`src/rtl/hotkey_ctrl_if.sv`:
```
// hotkey_ctrl_if: groups the hotkey controller's per-cycle inputs (clock enable,
// raw key levels, user reset request) and its outputs (modes, press pulses,
// power-good, gated system reset). The master drives the inputs; the slave is
// the controller itself.
interface hotkey_ctrl_if #(
  parameter int KEYS      = 4,
  parameter int MODE_BITS = 2
);
  logic                      ce;
  logic [KEYS-1:0]           key;
  logic                      rstIn;
  logic [KEYS*MODE_BITS-1:0] mode;
  logic [KEYS-1:0]           press;
  logic                      power;
  logic                      rstOut;

  modport master (
    output ce, key, rstIn,
    input  mode, press, power, rstOut
  );

  modport slave (
    input  ce, key, rstIn,
    output mode, press, power, rstOut
  );
endinterface

```
`src/rtl/hotkey_ctrl.sv`:
```
// hotkey_ctrl: debounces KEYS active-low hotkey lines, advances a wrapping mode
// counter per key on every debounced press, runs the power-on counter and
// produces the registered active-low system reset (power & rstIn).
// Optional feature macro: HOTKEY_LONGPRESS_EN -- adds a per-key hold counter;
// holding a key until it saturates clears that key's mode and pulses press once.
module hotkey_ctrl #(
  parameter int              KEYS      = 4,
  parameter int              MODE_BITS = 2,
  parameter int              MODES     = 2,
  parameter int              DB_BITS   = 2,
  parameter int              PW_BITS   = 4,
  parameter logic [KEYS-1:0] PWR_MASK  = 4'b0011
) (
  input  logic         clock,
  input  logic         reset,
  hotkey_ctrl_if.slave bus
);

  localparam logic [DB_BITS-1:0]   DB_MAX    = {DB_BITS{1'b1}};
  localparam logic [MODE_BITS-1:0] MODE_LAST = MODE_BITS'(MODES - 1);

  // fall[k]: this edge moves key k's debounced level from released to held
  logic [KEYS-1:0]    fall;
  logic [PW_BITS-1:0] pw_reg;
  logic               pw_clear;
  logic               rstout_reg;

  genvar gi;
  generate
    for (gi = 0; gi < KEYS; gi = gi + 1) begin : g_key
      logic                 stable_reg;
      logic [DB_BITS-1:0]   db_cnt_reg;
      logic [MODE_BITS-1:0] mode_reg;
      logic                 press_reg;
      logic                 flip;
      logic                 long_hit;

      // The debounced level changes only after 2^DB_BITS consecutive ce ticks of disagreement.
      assign flip     = bus.ce && (bus.key[gi] != stable_reg) && (db_cnt_reg == DB_MAX);
      assign fall[gi] = flip && stable_reg;

      // Debounce: count consecutive ce ticks where the raw level differs from the stable one.
      always_ff @(posedge clock or negedge reset) begin
        if (!reset) begin
          stable_reg <= 1'b1;
          db_cnt_reg <= '0;
        end else if (bus.ce) begin
          if (bus.key[gi] == stable_reg) begin
            db_cnt_reg <= '0;
          end else if (db_cnt_reg != DB_MAX) begin
            db_cnt_reg <= db_cnt_reg + 1'b1;
          end else begin
            stable_reg <= bus.key[gi];
            db_cnt_reg <= '0;
          end
        end
      end

`ifdef HOTKEY_LONGPRESS_EN
      localparam int                   HOLD_BITS = DB_BITS + 4;
      localparam logic [HOLD_BITS-1:0] HOLD_MAX  = {HOLD_BITS{1'b1}};
      localparam logic [HOLD_BITS-1:0] HOLD_LAST = HOLD_MAX - 1'b1;

      logic [HOLD_BITS-1:0] hold_cnt_reg;
      logic                 rise;

      // A release on the saturating tick must not count as a completed long hold.
      assign rise     = flip && !stable_reg;
      assign long_hit = bus.ce && !stable_reg && !rise && (hold_cnt_reg == HOLD_LAST);

      // Hold counter: ce ticks spent debounced-held; clears on release, sticks at all-ones.
      always_ff @(posedge clock or negedge reset) begin
        if (!reset) begin
          hold_cnt_reg <= '0;
        end else if (bus.ce) begin
          if (stable_reg) begin
            hold_cnt_reg <= '0;
          end else if (hold_cnt_reg != HOLD_MAX) begin
            hold_cnt_reg <= hold_cnt_reg + 1'b1;
          end
        end
      end
`else
      assign long_hit = 1'b0;
`endif

      // Mode counter and press pulse; the pulse self-clears on the next edge even with ce low.
      always_ff @(posedge clock or negedge reset) begin
        if (!reset) begin
          mode_reg  <= '0;
          press_reg <= 1'b0;
        end else begin
          press_reg <= fall[gi] | long_hit;
          if (fall[gi]) begin
            mode_reg <= (mode_reg == MODE_LAST) ? '0 : mode_reg + 1'b1;
          end else if (long_hit) begin
            mode_reg <= '0;
          end
        end
      end

      assign bus.mode[gi*MODE_BITS +: MODE_BITS] = mode_reg;
      assign bus.press[gi]                       = press_reg;
    end
  endgenerate

  // Any debounced press on a power-sensitive key restarts the power-on sequence.
  assign pw_clear = |(fall & PWR_MASK);

  // Power-on counter: runs until its MSB sets, then holds; a restart has priority.
  always_ff @(posedge clock or negedge reset) begin
    if (!reset) begin
      pw_reg <= '0;
    end else if (bus.ce) begin
      if (pw_clear) begin
        pw_reg <= '0;
      end else if (!pw_reg[PW_BITS-1]) begin
        pw_reg <= pw_reg + 1'b1;
      end
    end
  end

  // System reset output follows power & rstIn one clock later, independent of ce.
  always_ff @(posedge clock or negedge reset) begin
    if (!reset) begin
      rstout_reg <= 1'b0;
    end else begin
      rstout_reg <= pw_reg[PW_BITS-1] & bus.rstIn;
    end
  end

  assign bus.power  = pw_reg[PW_BITS-1];
  assign bus.rstOut = rstout_reg;

endmodule

```
`src/flat_wrapper.sv`:
```
// flat-port wrapper written by rule: the top's interface ports become plain ports
module hotkey_ctrl_flat 
#(
  parameter int              KEYS      = 4,
  parameter int              MODE_BITS = 2,
  parameter int              MODES     = 2,
  parameter int              DB_BITS   = 2,
  parameter int              PW_BITS   = 4,
  parameter logic [KEYS-1:0] PWR_MASK  = 4'b0011
)
  (clock, reset, bus_ce, bus_key, bus_rstIn, bus_mode, bus_press, bus_power, bus_rstOut);
  hotkey_ctrl_if #(.KEYS(KEYS), .MODE_BITS(MODE_BITS)) bus_i ();
  input  logic clock;
  input  logic reset;
  input wire logic [$bits(bus_i.ce)-1:0] bus_ce;
  input wire logic [$bits(bus_i.key)-1:0] bus_key;
  input wire logic [$bits(bus_i.rstIn)-1:0] bus_rstIn;
  output wire logic [$bits(bus_i.mode)-1:0] bus_mode;
  output wire logic [$bits(bus_i.press)-1:0] bus_press;
  output wire logic [$bits(bus_i.power)-1:0] bus_power;
  output wire logic [$bits(bus_i.rstOut)-1:0] bus_rstOut;
  assign bus_i.ce = bus_ce;
  assign bus_i.key = bus_key;
  assign bus_i.rstIn = bus_rstIn;
  assign bus_mode = bus_i.mode;
  assign bus_press = bus_i.press;
  assign bus_power = bus_i.power;
  assign bus_rstOut = bus_i.rstOut;
  hotkey_ctrl #(.KEYS(KEYS), .MODE_BITS(MODE_BITS), .MODES(MODES), .DB_BITS(DB_BITS), .PW_BITS(PW_BITS), .PWR_MASK(PWR_MASK)) u_core (.clock(clock), .reset(reset), .bus(bus_i));
endmodule
```
`config.mk`:
```
export PLATFORM = sky130hd
export DESIGN_NAME = hotkey_ctrl_flat
export DESIGN_NICKNAME = d
export VERILOG_FILES = /design/src/rtl/hotkey_ctrl_if.sv /design/src/rtl/hotkey_ctrl.sv /design/src/flat_wrapper.sv
export SDC_FILE = /design/constraint.sdc
export NUM_CORES = 1
export LEC_CHECK = 0
export BUFFER_PORTS_ARGS = -buffer_cell sky130_fd_sc_hd__buf_2
export CAP_MARGIN = 20
export CORE_MARGIN = 3
export CORE_UTILIZATION = 30
export DETAILED_ROUTE_END_ITERATION = 7
export HOLD_SLACK_MARGIN = 0.02
export SETUP_SLACK_MARGIN = 0.2
export SLEW_MARGIN = 20
export SYNTH_ARGS = -nofsm -noshare
export SYNTH_HDL_FRONTEND = slang
export SYNTH_SLANG_ARGS = --single-unit
export TNS_END_PERCENT = 1
```
`constraint.sdc`:
```
create_clock -name clock -period 1.56 [get_ports clock]
set_input_delay 0.312 -clock clock [delete_from_list [all_inputs] [get_ports clock]]
set_output_delay 0.312 -clock clock [all_outputs]
set_load 0.01 [all_outputs]
```
* Word-level counts from Yosys, hierarchy flattened
Cells that the tools add are included.
Storage, ports and cells: register bits after elaboration 29, input bits 8, output and inout bits 14
Operators by class: bitwise logic cells 9, $add $sub $neg 9, multiplexer cells 14, reductions and logical operators 18, equal/unequal tests 21
Operators with widths (number):
- 2-bit two-way mux | 12
- 2-bit by 1-bit adder with 2-bit output, second input constant | 8
- 1-bit logical AND | 12
- 3-bit AND reduction | 4
- 2-bit != test, second input constant | 5
- 2-bit by 1-bit equality test with 1-bit output, second input constant | 4
- 2-bit equality test, second input constant | 4
- 4-bit two-way mux | 2
- 1-bit inverter | 8
- 4-bit by 1-bit adder with 4-bit output, second input constant | 1
- 1-bit equality test | 4
- 1-bit != test | 4
- 2-bit AND reduction | 1
- 2-bit OR reduction | 1
- 1-bit AND | 1

* Depth between registers and ports, before layout
depth after elaboration 7, depth in mapped cells 4, mapped depth without buffers 4

* Worst setup path after synthesis
Ideal clock, no wire load.
path type register -> register, start point register u_core.g_key[2].db_cnt_reg[0], end point register u_core.g_key[2].stable_reg, path buffers 0, stages on the path, launching flop included 4, period minus slack after synthesis 1.074 ns, arrival 0.992 ns, slack 0.486 ns, path through dfrtp_1 > ha_1 > nand2_1 > mux2_2
On the way: word-level cells in the longest chain between the ends 3
RTL lines:
- start: declaration | RTL line hotkey_ctrl.sv:32 | logic [DB_BITS-1:0] db_cnt_reg;
- start signal: assignment | RTL line hotkey_ctrl.sv:51 | db_cnt_reg <= db_cnt_reg + 1'b1;
- 2-bit != test | RTL line hotkey_ctrl.sv:50 | end else if (db_cnt_reg != DB_MAX) begin
- 1-bit inverter (no source line)
- 3-bit AND reduction (no source line)
- end signal: assignment | RTL line hotkey_ctrl.sv:53 | stable_reg <= bus.key[gi];
- end: declaration | RTL line hotkey_ctrl.sv:31 | logic stable_reg;
No other way between the ends. A chain may end at the register's enable or synchronous reset.

* Worst setup path after layout
start point register u_core.g_key[3].db_cnt_reg[0], end point register u_core.g_key[3].mode_reg[1]
On the way: word-level cells in the longest chain between the ends 3
RTL lines:
- start: declaration | RTL line hotkey_ctrl.sv:32
- start signal: assignment | RTL line hotkey_ctrl.sv:51
- 2-bit equality test | RTL line hotkey_ctrl.sv:39 | assign flip = bus.ce && (bus.key[gi] != stable_reg) && (db_cnt_reg == DB_MAX);
- 1-bit logical AND | RTL line hotkey_ctrl.sv:39
- 1-bit logical AND | RTL line hotkey_ctrl.sv:40 | assign fall[gi] = flip && stable_reg;
- named net u_core.fall[3] | RTL line hotkey_ctrl.sv:23 | logic [KEYS-1:0] fall;
- end signal: assignment | RTL line hotkey_ctrl.sv:95 | mode_reg <= (mode_reg == MODE_LAST) ? '0 : mode_reg + 1'b1;
- end: declaration | RTL line hotkey_ctrl.sv:33 | logic [MODE_BITS-1:0] mode_reg;
The timed path passes the listed nets, and every way through them passes these cells.

==> run summary <==
The number of nets in the final layout is 135. The clock slew at the register clock pins of the worst setup and hold paths came out at 60 ps. The die area is 4954 um2. The count of synthesis-stage warnings from yosys came out at 0.

The worst setup path is of the flip-flop to flip-flop kind. The kind of path behind the tightest hold check is primary input to async pin. The async set or reset register ratio after synthesis came out at 100.0%. In this run the number of H-tree levels came out at 2. For the final database, setup skew stands at 2.300 ps. The final-report hold violation count is 0. In this run, flip-flops and latches consume 50.6% of the power.

In this run the tightest slew margin relative to its limit is 58.41%. After detailed placement, the design holds a cell count of 163. The clock network accounts for 23.9% of the total power. The CTS tree is built. The mean post-synth cell area came out at 12.44 um2. The number of buffers on the longest clock path is 2.

The number of top-level design ports came out at 22. The detailed router placed 783 vias in this run. The combinational cell fraction of total power is 25.5%. The worst setup path is launched from a flip-flop. The area of the mapped netlist came out at 1244 um2.

The required time reported for the critical path endpoint is 1700 ps. Summed over all instances, the cell type with the most area after synthesis is dfrtp_1. The worst setup path is captured at a flip-flop. The area added between synthesis and finish came out at 16.30%.

In this run the power density over the cells is 1663 nW/um2. The die span in y is 70.39 um. The total number of placement rows came out at 22.

The total overflow reported by the global router is 0. The initial cell density of the core came out at 32.50%. In this run the tool buffered the top-level ports with 21 buffer cells.

The clock sink total came out at 29. The count of final setup violators came out at 0. The area inside the core boundary is 3826 um2.

The post-cts gate resize count is 0. The worst slack after detailed placement came out at 162.8 ps. The via count of the first global-routing pass is 889. The area share of the largest cell type after synthesis came out at 50.30%. The worst register-to-register path begins at u_core.g_key[3].db_cnt_reg[0].

After synthesis, the cell types taking the most area are dfrtp_1, dfstp_2, mux2_2. The routed wire length is 2136 um. The cts-stage hold buffer count is 0. The clock period minus worst slack is 1182 ps. The initial DRC count is 26. After detailed routing, the average wire length per cell comes to 12.49 um. The largest fanout on the critical path came out at 3. The first global-routing pass estimated 3829 um of wire.

The post-synthesis cell type count came out at 23. The top cell types in the final layout, fill and taps aside, are dfrtp_1, buf_2, nand2_1. In the routed design, unresolved DRC markers number 0. The library cell used most frequently in the layout, excluding fill and tap cells, is dfrtp_1. The fraction of layout instances using a drive strength above 1 is 30.89%. The slew at the pin closest to its max-slew limit is 623.9 ps. The number of buffers inserted during clock tree synthesis came out at 5.

The flow ran to the end, and the final reports show no timing, DRC or antenna violations. The cell sitting at the root of the clock tree is a clkbuf_8. Yosys mapped a number of flops with a built-in enable equal to 0. The synthesized net count came out at 113. The final worst slack is 378.0 ps. The sequential-to-total area share from yosys stat came out at 58.75%. The total routing usage reported by global routing is 10.07%. The summed negative setup slack over all endpoints came out at 0 ps.

The total inserted antenna cells is 0. The remaining number of nets flagged by the antenna check after routing is 0. The post-route non-filler standard cell count is 171.

The max-slew violation count came out at 0. The weighted congestion at the end of routability-driven global placement is 0.6948. The number of antenna violations at the first check in global routing came to 0.

Measured along the x axis, the die boundary spans 70.39 um. The share of the cycle needed by the critical path after routing is 75.77%. The net switching component of the power came out at 0.0007353 W. The maximum number of pins on one net before global-route repair came out at 30. The max-cap violation count came out at 0. Tracing the worst setup path back leads to its startpoint at u_core.g_key[3].db_cnt_reg[0]. Before antenna repair, the detailed router went through 2 iterations.

Measured on the finished design, the core utilization comes to 37.80%. The post-CTS setup buffer count came out at 0. The later-pin clock latency in the skew report is 280 ps.

The internal portion of total power came out at 0.001670 W. The fraction of power spent switching nets is 30.57%. Static timing analysis puts the maximum clock frequency at 0.8460 GHz. Setup repair after global routing left no endpoint under its margin.

After detailed routing, the number of vias per cell comes to 4.579. The synthesized design contains 29 register bits. The static power due to leakage came out at 0.7164 nW. The count of mapped cells out of synthesis is 100.

For this run, the leading register cell type out of synthesis is dfrtp_1. The worst ir drop on vdd came out at 0.6366 mV. The data arrival time of the worst path is 1330 ps.

The worst-case hold slack came out at 49.18 ps. The HPWL after detailed placement is 1538 um.
-- logic make-up after synthesis --
family / share of synthesized area, %
XOR/XNOR: 7.042
multiplexers: 7.042
adder cells (fa/ha/maj): 5.030
AO/OA/AOI/OAI: 5.533
flip-flops: 58.75
AND/OR/NAND/NOR: 11.07
buffers and inverters: 5.534
-- metrics by stage --
stage          instance area, um2  total power [W]
2_1_floorplan                1244         0.001652
3_3_place_gp                 1366         0.001775
3_5_place_dp                 1366         0.001853
4_1_cts                      1446         0.002444
5_1_grt                      1446         0.002609
6_report                     1446         0.002405
-- power by group through the flow --
stage | Clock, W | Sequential (W) | Combinational [W]
final | 0.000575 | 0.00122 | 0.000613
after global routing | 0.000641 | 0.00125 | 0.000722
after CTS | 0.000601 | 0.00121 | 0.000629
after detailed placement | 0 | 0.00123 | 0.000626
after global placement | 0 | 0.00120 | 0.000578
after floorplan | 0 | 0.00120 | 0.000450
-- layout make-up --
| class | instances | area (um2) |
|---|---|---|
| fill | 377 | 2380 |
| multi-input combinational | 58 | 444.2 |
| inverter | 7 | 26.28 |
| sequential | 29 | 730.7 |
| clock buffer | 8 | 80.08 |
| tap | 48 | 60.06 |
| timing repair buffer | 21 | 105.1 |
-- final timing paths --
check | endpoint | slack, ps | cells past startpoint
setup / recovery | u_core.g_key[3].mode_reg[1] | 380 | 4
hold / removal | u_core.g_key[1].press_reg | 50 | 1
max in group asynchronous | u_core.g_key[3].db_cnt_reg[1] | 1100 | 1
hold reg to reg | u_core.g_key[2].mode_reg[0] | 480 | 1
min in group clock | u_core.g_key[2].press_reg | 250 | 2
setup reg to reg | u_core.g_key[3].mode_reg[1] | 380 | 4
-- worst max-delay path, stage by stage, from the launching register on --
cell      delay, ps
dfrtp_1         370
ha_1            190
nand2_1         100
nor3b_2         270
a21boi_0        140
-- synth_stat cells, types with 4 or more instances --
cell type  number
ha_1            5
xnor2_1         6
mux2_2          6
a21boi_0        4
buf_4           5
xor2_1          4
dfrtp_1        25
o22ai_1         4
dfstp_2         4
inv_1           7
nand2_1         9
nor2_1          5
-- routing by layer --
metal	vias to the layer above	track usage [%]	share of wire [%]
li1	376	-	-
met1	375	10.37	41
met2	26	16.53	49
met3	6	5.755	9.0
met4	0	4.468	1.5
met5	-	0	0
Note: power is estimated with default switching activity, not from simulation.
